===== src/rtl/gate_product_sequencer_pkg.sv =====
// gate_product_sequencer_pkg
// Types and constants shared by the gate product sequencer, the 2x2
// fixed-point matrix multiplier and the blocks that call them.
//   WIDTH     : matrix element width, two's-complement fixed point
//   FRAC_BITS : fractional bits; 1.0 is 1 << FRAC_BITS
//   COUNT_W   : width of the gates-multiplied counter
//   elem_t    : one matrix element
//   mtx_t     : 2x2 matrix, indexed [row][col]
//   IDENTITY  : 2x2 identity in this fixed-point format
//   state_t   : sequencer states
package gate_product_sequencer_pkg;

  localparam int WIDTH     = 19;
  localparam int FRAC_BITS = 16;
  localparam int COUNT_W   = 8;

  typedef logic signed [WIDTH-1:0] elem_t;
  typedef elem_t [0:1][0:1]        mtx_t;

  localparam elem_t FX_ONE  = elem_t'(1 << FRAC_BITS);
  localparam elem_t FX_ZERO = '0;

  // Packed [0:1][0:1] puts [0][0] in the most significant slot, so the
  // concatenation reads row-major: {m00, m01, m10, m11}.
  localparam mtx_t IDENTITY = {FX_ONE, FX_ZERO, FX_ZERO, FX_ONE};

  typedef enum logic [2:0] {
    ST_IDLE  = 3'd0,
    ST_LOAD  = 3'd1,
    ST_MUL   = 3'd2,
    ST_DRAIN = 3'd3,
    ST_DONE  = 3'd4
  } state_t;

endpackage


===== src/rtl/gate_product_sequencer_if.sv =====
// gate_product_sequencer_if
// Bundles every non-clock/reset signal of the gate product sequencer.
//   master modport : the sequencer itself
//   slave modport  : its surroundings (gate front end, multiplier, consumer)
// Signals:
//   start                         one-cycle pulse, begin a new product
//   gate_valid/gate_ready         gate stream handshake
//   gate_mtx, gate_last           gate matrix and end-of-sequence flag
//   mul_a, mul_b                  multiplier operands (gate, accumulator)
//   mul_ready                     level request to the multiplier
//   mul_completed, mul_r          multiplier completion and result
//   result_mtx/result_valid/ready final product handshake
//   gate_count                    gates multiplied since start (saturating)
//   busy                          sequencer not idle
interface gate_product_sequencer_if
  import gate_product_sequencer_pkg::*;
();

  logic               start;
  logic               gate_valid;
  logic               gate_ready;
  mtx_t               gate_mtx;
  logic               gate_last;
  mtx_t               mul_a;
  mtx_t               mul_b;
  logic               mul_ready;
  logic               mul_completed;
  mtx_t               mul_r;
  mtx_t               result_mtx;
  logic               result_valid;
  logic               result_ready;
  logic [COUNT_W-1:0] gate_count;
  logic               busy;

  modport master (
    input  start, gate_valid, gate_mtx, gate_last, mul_completed, mul_r,
           result_ready,
    output gate_ready, mul_a, mul_b, mul_ready, result_mtx, result_valid,
           gate_count, busy
  );

  modport slave (
    output start, gate_valid, gate_mtx, gate_last, mul_completed, mul_r,
           result_ready,
    input  gate_ready, mul_a, mul_b, mul_ready, result_mtx, result_valid,
           gate_count, busy
  );

endinterface


===== src/rtl/gate_product_sequencer.sv =====
// gate_product_sequencer
// Accumulates U = G_n * ... * G_1 (starting from identity) by feeding each
// incoming gate and the running accumulator to an external 2x2 multiplier,
// one handshake per gate, then offers U on a valid/ready result port.
// Ports:
//   i_clk    clock, rising edge
//   i_reset  asynchronous active-low reset
//   bus      gate_product_sequencer_if.master (gate stream, multiplier
//            handshake, result port, gate_count, busy)
//
// state    | meaning
// ---------+--------------------------------------------------------------
// ST_IDLE  | waiting for start; gate traffic ignored
// ST_LOAD  | gate_ready high, waiting for a gate
// ST_MUL   | mul_ready high, operands frozen until mul_completed
// ST_DRAIN | mul_ready low, waiting for mul_completed to fall
// ST_DONE  | result_valid high until result_ready
module gate_product_sequencer
  import gate_product_sequencer_pkg::*;
(
  input logic                      i_clk,
  input logic                      i_reset,
  gate_product_sequencer_if.master bus
);

  state_t             r_state;
  state_t             w_state_nxt;
  mtx_t               r_acc;
  mtx_t               r_mul_a;
  mtx_t               r_result;
  logic               r_last;
  logic [COUNT_W-1:0] r_count;
  logic               r_gate_ready;
  logic               r_mul_ready;
  logic               r_result_valid;
  logic               r_busy;

  logic w_gate_ready_nxt;
  logic w_mul_ready_nxt;
  logic w_result_valid_nxt;
  logic w_busy_nxt;

  logic w_start;
  logic w_accept;
  logic w_capture;
  logic w_enter_done;

  assign w_start      = (r_state == ST_IDLE) && bus.start;
  assign w_accept     = r_gate_ready && bus.gate_valid;
  assign w_capture    = r_mul_ready && bus.mul_completed;
  // Completed trails ready in the multiplier, so a new gate (or the result)
  // is only released once the previous completed pulse has been seen low.
  assign w_enter_done = (r_state == ST_DRAIN) && !bus.mul_completed && r_last;

  always_ff @(posedge i_clk or negedge i_reset) begin
    if (!i_reset) begin
      r_state <= ST_IDLE;
    end else begin
      r_state <= w_state_nxt;
    end
  end

  always_comb begin
    w_state_nxt = r_state;
    case (r_state)
      ST_IDLE:  if (bus.start)          w_state_nxt = ST_LOAD;
      ST_LOAD:  if (w_accept)           w_state_nxt = ST_MUL;
      ST_MUL:   if (bus.mul_completed)  w_state_nxt = ST_DRAIN;
      ST_DRAIN: if (!bus.mul_completed) w_state_nxt = r_last ? ST_DONE : ST_LOAD;
      ST_DONE:  if (bus.result_ready)   w_state_nxt = ST_IDLE;
      default:                          w_state_nxt = ST_IDLE;
    endcase
  end

  // Handshake outputs are decoded from the next state and registered, so
  // they change exactly on the edge that enters or leaves a state.
  always_comb begin
    w_gate_ready_nxt   = (w_state_nxt == ST_LOAD);
    w_mul_ready_nxt    = (w_state_nxt == ST_MUL);
    w_result_valid_nxt = (w_state_nxt == ST_DONE);
    w_busy_nxt         = (w_state_nxt != ST_IDLE);
  end

  always_ff @(posedge i_clk or negedge i_reset) begin
    if (!i_reset) begin
      r_gate_ready   <= 1'b0;
      r_mul_ready    <= 1'b0;
      r_result_valid <= 1'b0;
      r_busy         <= 1'b0;
      r_acc          <= IDENTITY;
      r_mul_a        <= '0;
      r_last         <= 1'b0;
      r_count        <= '0;
      r_result       <= '0;
    end else begin
      r_gate_ready   <= w_gate_ready_nxt;
      r_mul_ready    <= w_mul_ready_nxt;
      r_result_valid <= w_result_valid_nxt;
      r_busy         <= w_busy_nxt;
      if (w_start) begin
        r_acc   <= IDENTITY;
        r_count <= '0;
      end
      if (w_accept) begin
        r_mul_a <= bus.gate_mtx;
        r_last  <= bus.gate_last;
      end
      if (w_capture) begin
        r_acc <= bus.mul_r;
        if (r_count != '1) begin
          r_count <= r_count + COUNT_W'(1);
        end
      end
      if (w_enter_done) begin
        r_result <= r_acc;
      end
    end
  end

  assign bus.gate_ready   = r_gate_ready;
  assign bus.mul_a        = r_mul_a;
  assign bus.mul_b        = r_acc;
  assign bus.mul_ready    = r_mul_ready;
  assign bus.result_mtx   = r_result;
  assign bus.result_valid = r_result_valid;
  assign bus.gate_count   = r_count;
  assign bus.busy         = r_busy;

endmodule


===== src/flat_wrapper.sv =====
// flat-port wrapper written by rule: the top's interface ports become plain ports
module gate_product_sequencer_flat import gate_product_sequencer_pkg::*;
  (i_clk, i_reset, bus_start, bus_gate_valid, bus_gate_mtx, bus_gate_last, bus_mul_completed, bus_mul_r, bus_result_ready, bus_gate_ready, bus_mul_a, bus_mul_b, bus_mul_ready, bus_result_mtx, bus_result_valid, bus_gate_count, bus_busy);
  gate_product_sequencer_if bus_i ();
  input logic i_clk;
  input logic i_reset;
  input wire logic [$bits(bus_i.start)-1:0] bus_start;
  input wire logic [$bits(bus_i.gate_valid)-1:0] bus_gate_valid;
  input wire logic [$bits(bus_i.gate_mtx)-1:0] bus_gate_mtx;
  input wire logic [$bits(bus_i.gate_last)-1:0] bus_gate_last;
  input wire logic [$bits(bus_i.mul_completed)-1:0] bus_mul_completed;
  input wire logic [$bits(bus_i.mul_r)-1:0] bus_mul_r;
  input wire logic [$bits(bus_i.result_ready)-1:0] bus_result_ready;
  output wire logic [$bits(bus_i.gate_ready)-1:0] bus_gate_ready;
  output wire logic [$bits(bus_i.mul_a)-1:0] bus_mul_a;
  output wire logic [$bits(bus_i.mul_b)-1:0] bus_mul_b;
  output wire logic [$bits(bus_i.mul_ready)-1:0] bus_mul_ready;
  output wire logic [$bits(bus_i.result_mtx)-1:0] bus_result_mtx;
  output wire logic [$bits(bus_i.result_valid)-1:0] bus_result_valid;
  output wire logic [$bits(bus_i.gate_count)-1:0] bus_gate_count;
  output wire logic [$bits(bus_i.busy)-1:0] bus_busy;
  assign bus_i.start = bus_start;
  assign bus_i.gate_valid = bus_gate_valid;
  assign bus_i.gate_mtx = bus_gate_mtx;
  assign bus_i.gate_last = bus_gate_last;
  assign bus_i.mul_completed = bus_mul_completed;
  assign bus_i.mul_r = bus_mul_r;
  assign bus_i.result_ready = bus_result_ready;
  assign bus_gate_ready = bus_i.gate_ready;
  assign bus_mul_a = bus_i.mul_a;
  assign bus_mul_b = bus_i.mul_b;
  assign bus_mul_ready = bus_i.mul_ready;
  assign bus_result_mtx = bus_i.result_mtx;
  assign bus_result_valid = bus_i.result_valid;
  assign bus_gate_count = bus_i.gate_count;
  assign bus_busy = bus_i.busy;
  gate_product_sequencer u_core (.i_clk(i_clk), .i_reset(i_reset), .bus(bus_i));
endmodule

===== config.mk =====
export PLATFORM = sky130hd
export DESIGN_NAME = gate_product_sequencer_flat
export DESIGN_NICKNAME = d
export VERILOG_FILES = /design/src/rtl/gate_product_sequencer_pkg.sv /design/src/rtl/gate_product_sequencer_if.sv /design/src/rtl/gate_product_sequencer.sv /design/src/flat_wrapper.sv
export SDC_FILE = /design/constraint.sdc
export NUM_CORES = 1
export LEC_CHECK = 0
export ABC_AREA = 0
export CAP_MARGIN = 20
export CELL_PAD_IN_SITES_DETAIL_PLACEMENT = 1
export CELL_PAD_IN_SITES_GLOBAL_PLACEMENT = 1
export CORE_MARGIN = 3
export CORE_UTILIZATION = 33
export CTS_CLUSTER_SIZE = 24
export DETAILED_ROUTE_END_ITERATION = 6
export MAX_ROUTING_LAYER = met4
export PLACE_DENSITY_LB_ADDON = 0.3
export SETUP_SLACK_MARGIN = 0.02
export SLEW_MARGIN = 10
export SYNTH_ARGS = -nofsm -noshare
export SYNTH_HDL_FRONTEND = slang
export SYNTH_SLANG_ARGS = --single-unit

===== constraint.sdc =====
create_clock -name i_clk -period 2.3 [get_ports i_clk]
set_clock_uncertainty 0.15 [all_clocks]
set_input_delay 0.69 -clock i_clk [delete_from_list [all_inputs] [get_ports i_clk]]
set_output_delay 0.69 -clock i_clk [all_outputs]
set_load 0.1 [all_outputs]

==> run summary, run 1 <==
### Clock tree
- 29 — number of buffers created by CTS
- 244 — clock sinks
- 0 — number of resized instances in the post-cts repair step
- 1 — number of hold-repair buffers added at the cts stage
- 0 — number of buffers added for setup after CTS
- 1 — number of levels in the clock H-tree
- sky130_fd_sc_hd__clkbuf_16 — buffer cell driving the clock tree root
- 0.54 ns — clock latency on the worst-skew pair
- 3 — worst-case clock buffer depth
- yes — TritonCTS clock tree
- 0.06 ns — CTS clk-pin slew, worst paths

### Logic synthesis
- sky130_fd_sc_hd__dfrtp_1, sky130_fd_sc_hd__mux2_2, sky130_fd_sc_hd__a22o_1, sky130_fd_sc_hd__mux2_4, sky130_fd_sc_hd__buf_2 — cells taking the most area after synthesis
- 0.6699 — sequential share of the synthesized area
- sky130_fd_sc_hd__dfrtp_1 — cell with the most instances after synthesis
- sky130_fd_sc_hd__dfrtp_1 — most used flip-flop cell after synthesis
- 39 — Netlist cell types
- 0.009119 mm2 — Netlist Area Pre-Place
- 1.000 — Async SR Flop Fraction
- 16.05 um2 — synthesized area divided by synthesized cell count
- 568 — cell count after synthesis
- 244 — total of flip-flops plus latches after synthesis
- 0 — Yosys warnings
- sky130_fd_sc_hd__dfrtp_1, sky130_fd_sc_hd__mux2_2, sky130_fd_sc_hd__a22o_1 — cell types with the highest counts after synthesis
- 0 — number of synthesized flops with an enable pin
- 728 — Synthesized Nets
- 0.6641 — top cell type's share of synthesized area
- sky130_fd_sc_hd__dfrtp_1 — cell taking the most area after synthesis

### Setup path
- flip-flop to primary output — Setup Crit Path Kind
- sky130_fd_sc_hd__dfstp_2 — CP max stage cell
- flip-flops — top cell family by delay on the critical path
- 1 — Crit path depth
- buf_12 — series of cell instances along the critical path
- 1 — worst path bufs/invs
- flip-flop — startpoint type of the worst setup path
- 1.46 ns — required time of the critical path
- 3 — largest fanout on the critical path
- 1.28 ns — data arrival time of the critical path
- u_core.bus.gate_count[0] — FF-to-FF Start
- bus_mul_b[16] — worst setup path endpoint
- 0.38 ns — setup slack, reg-to-reg
- u_core.bus.gate_count[3] — r2r endpoint
- primary output — type of destination of the critical path
- u_core.bus.mul_b[16] — CP Launch Point
- 0.57 ns — delay contributed by the slowest stage of the critical path
- 5 — number of cells on the worst reg-to-reg path

### Floorplan
- 172.2 um — die extent in y
- 172.2 um — die boundary width
- 0.02966 mm2 — DIE AREA
- 0.3374 — initial core utilization
- 0.02703 mm2 — core area
- 60 — number of core rows
- 399 — num ports

### GRT
- 2 — number of antenna violations at the first check in global routing
- 7916 — number of global-route vias before repair
- 57 — largest net degree at the start of global routing
- 0 — grt ovf
- 0.2239 — global router's overall resource usage
- 49250 um — first-pass GRT wire length

### STA
- 0.1835 ns — crit path setup slack, layout
- 0 — Final setup violation count
- 0.4392 ns — worst slew pin tran
- 0.7034 — tightest slew margin relative to the limit
- 0.9202 — share of the cycle needed by the critical path after routing
- 2.117 ns — clock period minus worst slack
- 472.5 MHz — Fmax achieved
- 0 — final number of max-transition violations
- 0 — final-report hold violation count
- false — setup repair after global routing missed its margin

### Final layout
- 0.6341 — post-route core utilization
- 2314 — filler instances
- 1154 — number of nets in the final layout
- 87.94% — relative area change from synthesis to final layout
- 0.4783 — fraction of layout cells with a size suffix above 1

### Outcome
- completed — run status

### Placed design
- 24360 um — placed wire-length estimate
- 398 — I/O Buffers
- -0.1976 ns — Setup WS pre-CTS
- 0.7834 — final RePlAce weighted congestion

### Routing
- 32750 um — overall routed net length
- 0 — # DRC
- 4.993 — via density per instance
- 0 — antenna-violating nets left
- 24.13 um — wire length per cell
- 6776 — vias post-DR
- 4 — first-pass iteration count of the detailed router
- 296 — violation count after the first detailed-routing iteration

### Flow run
- 0 — Max-cap violations

### Hold path
- flip-flop to flip-flop — worst min-delay path category

[final cells by class]
| cell class | count | area [um2] | share of cell area |
|---|---|---|---|
| Antenna cell | 2 | 5.005 | 0.0002920 |
| Clock inverter | 13 | 172.7 | 0.01008 |
| Inverter | 3 | 11.26 | 0.0006571 |
| Timing Repair Buffer | 429 | 6751 | 0.3940 |
| Clock buffer | 38 | 799.5 | 0.04665 |
| Tap cell | 341 | 426.7 | 0.02490 |
| Multi-Input combinational cell | 287 | 2854 | 0.1665 |
| Sequential cell | 244 | 6117 | 0.3569 |
[placed cells by master, fill, tap and decap left out, drive strengths merged, types with 3 or more instances in the layout]
master | synthesis | layout
a21oi | 3 | 3
a22o | 74 | 74
buf | 27 | 271
bufinv | 0 | 4
clkbuf | 7 | 38
clkdlybuf4s50 | 0 | 157
clkinv | 0 | 8
dfrtp | 242 | 242
inv | 3 | 4
mux2 | 154 | 154
nand2 | 7 | 7
nand3 | 9 | 9
nor2 | 3 | 3
nor2b | 3 | 3
o21ai | 7 | 7
[registers in the layout, summed over array words and instances (netlist names)]
signal                   flops
u_core.bus.busy              1
u_core.bus.gate_count        8
u_core.bus.result_mtx       76
u_core.bus.mul_ready         1
u_core.bus.mul_a            76
u_core.r_state               3
u_core.r_last                1
u_core.bus.result_valid      1
u_core.bus.gate_ready        1
u_core.bus.mul_b            76
[cells by family (layout without fill, tap and decap cells)]
kind of cell | Yosys count | in the layout | synth area share
AO/OA/AOI/OAI | 96 | 96 | 0.08809
XOR/XNOR | 3 | 3 | 0.002882
adder cells (fa/ha/maj) | 1 | 1 | 0.001372
buffers and inverters | 37 | 483 | 0.02003
flip-flops | 244 | 244 | 0.6699
multiplexers | 154 | 154 | 0.1980
other | 0 | 2 | 0
AND/OR/NAND/NOR | 33 | 33 | 0.01976
[how the worst min path moves through the flow]
stage | cells after the start | start | to | slack [ns]
after floorplan | 0 | i_reset | u_core.bus.busy | 0.24
after global placement | 1 | u_core.r_state[2] | u_core.r_state[0] | 0.34
after CTS | 1 | u_core.r_state[2] | u_core.r_state[1] | 0.37
final | 1 | u_core.r_state[2] | u_core.r_state[1] | 0.36
after detailed placement | 1 | u_core.r_state[2] | u_core.r_state[1] | 0.35
after global routing | 1 | u_core.r_state[2] | u_core.r_state[1] | 0.38
[metrics by stage]
stage               instance area [um2]  TNS, ns  hold slack, ns  std cells
floorplan                          9128        0          0.2444        568
global placement                  16150   -16.59          0.3368       1303
detailed placement                16150   -22.31          0.3543       1303
CTS                               17130        0          0.3665       1355
global route                      17140        0          0.3838       1357
finish                            17140        0          0.3624       1357
[metal layers]
layer  global-route usage  wire (um)  vias to the layer above
li1                     -          -                     2959
met1               0.2416      11660                     3428
met2               0.3817      16660                      330
met3              0.08688       3333                       59
met4              0.07081       1098                        0
met5                    -          0                        -
Power of run 1 is left out: the tool's default activity adds up to more than one toggle a clock period on the data nets, which glitch-free logic cannot reach.
==> run 2: changes to the inputs <==
--- a/config.mk
+++ b/config.mk
@@ -14,7 +14,7 @@
 export CTS_CLUSTER_SIZE = 24
 export DETAILED_ROUTE_END_ITERATION = 6
 export MAX_ROUTING_LAYER = met4
-export PLACE_DENSITY_LB_ADDON = 0.3
+export PLACE_DENSITY = 0.8
 export SETUP_SLACK_MARGIN = 0.02
 export SLEW_MARGIN = 10
 export SYNTH_ARGS = -nofsm -noshare
==> run 2 against run 1 <==
Sequential cell count unchanged. Worst setup slack got worse by 0.0090 ns. Final cell count is 0.37% higher. Global-route usage grew 1.6 points. Critical path depth is the same. Maximum frequency fell by 0.42%. Highest routed layer unchanged. First-iteration DRC count decreased by 9.1%. Routed wire length rose by 7.0%. Register-to-register slack barely moved. Sequential share of layout area down 0.093 points. Final area up 0.26%.
==> run summary, run 2 (same netlist as run 1, synthesis figures left out) <==
### Outcome
- completed — run status

### Final layout
- sky130_fd_sc_hd__buf_12, sky130_fd_sc_hd__dfrtp_1, sky130_fd_sc_hd__clkdlybuf4s50_1 — commonest cells after routing, fill and taps aside
- 0.4779 — fraction of layout cells with a size suffix above 1, about the same
- 88.43% — relative area change from synthesis to final layout
- 1362 — non-filler instance count after layout, +0.37%
- 1158 — number of nets in the final layout, +0.35%
- 0.01718 mm2 — Design Area, Final, +0.26%
- sky130_fd_sc_hd__buf_12 — leading cell type in the layout, fill and taps excluded

### GRT
- 0.2430 — global routing usage on met1, +0.001417
- 0.4286 — met2 Track Usage GR, +0.04692
- 8149 — number of global-route vias before repair, +2.9%
- 0.09259 — fraction of met3 tracks used by global routing, +0.005716
- 0 — grt ovf, unchanged
- 2 — number of antenna violations at the first check in global routing, unchanged
- 52050 um — first-pass GRT wire length, +5.7%
- 60 — largest net degree at the start of global routing, +5.3%
- met2 — most utilized layer in the global route result
- 0.2399 — global router's overall resource usage, +0.01595

### Clock tree
- 0.06 ns — CTS clk-pin slew, worst paths, about the same
- 3 — worst-case clock buffer depth, unchanged
- 28 — number of buffers created by CTS, -3.4%
- 244 — clock sinks, unchanged
- yes — TritonCTS clock tree
- 1 — number of hold-repair buffers added at the cts stage, unchanged
- 0 — number of resized instances in the post-cts repair step, unchanged
- 1 — number of levels in the clock H-tree, unchanged
- sky130_fd_sc_hd__clkbuf_16 — buffer cell driving the clock tree root
- 0 — number of buffers added for setup after CTS, unchanged
- 0.53 ns — clock latency on the worst-skew pair, about the same

### Setup path
- 0.57 ns — delay contributed by the slowest stage of the critical path, about the same
- 1.46 ns — required time of the critical path, about the same
- 1.29 ns — data arrival time of the critical path, about the same
- flip-flop — startpoint type of the worst setup path
- 3 — largest fanout on the critical path, unchanged
- 5 — number of cells on the worst reg-to-reg path, unchanged
- 1 — Crit path depth, unchanged
- sky130_fd_sc_hd__dfstp_2 — CP max stage cell
- flip-flops — top cell family by delay on the critical path
- primary output — type of destination of the critical path
- 1 — worst path bufs/invs, unchanged
- flip-flop to primary output — Setup Crit Path Kind
- buf_12 — series of cell instances along the critical path

### Placed design
- 398 — I/O Buffers, unchanged
- 0.8073 — final RePlAce weighted congestion, +3.1%
- 25740 um — placed wire-length estimate, +5.7%
- 0.01621 mm2 — Placement Cell Area, +0.39%
- 1308 — instance count after placement with tap cells included, +0.38%

### Floorplan
- 0.02966 mm2 — DIE AREA, unchanged
- 172.2 um — die boundary width, unchanged
- 0.3374 — initial core utilization, unchanged
- 172.2 um — die extent in y, unchanged
- 0.02703 mm2 — core area, unchanged
- 60 — number of core rows, unchanged
- 399 — num ports, unchanged

### Routing
- 35040 um — overall routed net length, +7.0%
- 25.73 um — wire length per cell, +6.6%
- 269 — violation count after the first detailed-routing iteration, -9.1%
- 6872 — vias post-DR, +1.4%
- 0 — # DRC, unchanged
- 5.046 — via density per instance, +1.0%
- 4 — first-pass iteration count of the detailed router, unchanged
- 0 — antenna-violating nets left, unchanged

### STA
- 0 — final-report hold violation count, unchanged
- 0.9241 — share of the cycle needed by the critical path after routing, +0.003927
- 0.3804 ns — smallest hold slack, +0.01800 ns
- 0 — Final setup violation count, unchanged
- false — setup repair after global routing missed its margin
- 470.5 MHz — Fmax achieved, -0.42%
- 2.126 ns — clock period minus worst slack, +0.009033 ns
- 0.6398 — tightest slew margin relative to the limit, -0.06358
- 0.5403 ns — worst slew pin tran, +0.1011 ns
- 0 — final number of max-transition violations, unchanged

### Hold path
- 1 — count of cells along the worst hold path, unchanged
- flip-flop to flip-flop — worst min-delay path category

### Flow run
- 0 — Max-cap violations, unchanged

[run 2: cell count changes in the layout (fill, tap and decap cells not counted)]
cell,delta
sky130_fd_sc_hd__buf_12,+2
sky130_fd_sc_hd__buf_4,+3
sky130_fd_sc_hd__bufinv_16,-2
sky130_fd_sc_hd__clkbuf_1,+3
sky130_fd_sc_hd__clkbuf_8,+5
sky130_fd_sc_hd__clkinv_2,-4
sky130_fd_sc_hd__clkinv_4,-1
sky130_fd_sc_hd__inv_6,-1
[run 2: routing by layer]
metal / vias to the layer above / wire, um
met5: - / 0
met4: 0 / 1237
met3: 66 / 3469
met2: 330 / 18500
met1: 3528 / 11830
li1: 2948 / -
[run 2: worst paths after layout]
kind                                            end  slack [ns]                      from
setup / recovery                      bus_mul_b[16]        0.17      u_core.bus.mul_b[16]
hold / removal                    u_core.r_state[0]        0.38         u_core.r_state[2]
setup reg to reg           u_core.bus.gate_count[3]        0.39  u_core.bus.gate_count[0]
hold reg to reg                   u_core.r_state[0]        0.38         u_core.r_state[2]
max in group asynchronous      u_core.bus.mul_b[33]        0.69                   i_reset
min in group asynchronous      u_core.bus.mul_b[67]        0.59                   i_reset
[run 2: cell type report]
cell class | count | area [um2]
Antenna cell | 2 | 5.005
Inverter | 3 | 11.26
Clock buffer | 46 | 879.6
Timing Repair Buffer | 434 | 6814
Tap cell | 341 | 426.7
Multi-Input combinational cell | 287 | 2854
Sequential cell | 244 | 6117
Fill cell | 2303 | 9843
Clock inverter | 5 | 75.07
[run 2: metrics by stage]
step | TNS, ns | utilization | setup slack (ns)
finish | 0 | 0.6358 | 0.1745
global route | 0 | 0.6358 | 0.1384
floorplan | 0 | - | 0.05240
CTS | 0 | 0.6356 | 0.1444
detailed placement | -20.21 | 0.5999 | -0.1884
global placement | -10.18 | 0.5999 | -0.1188
Power of run 2 is left out for the same reason.
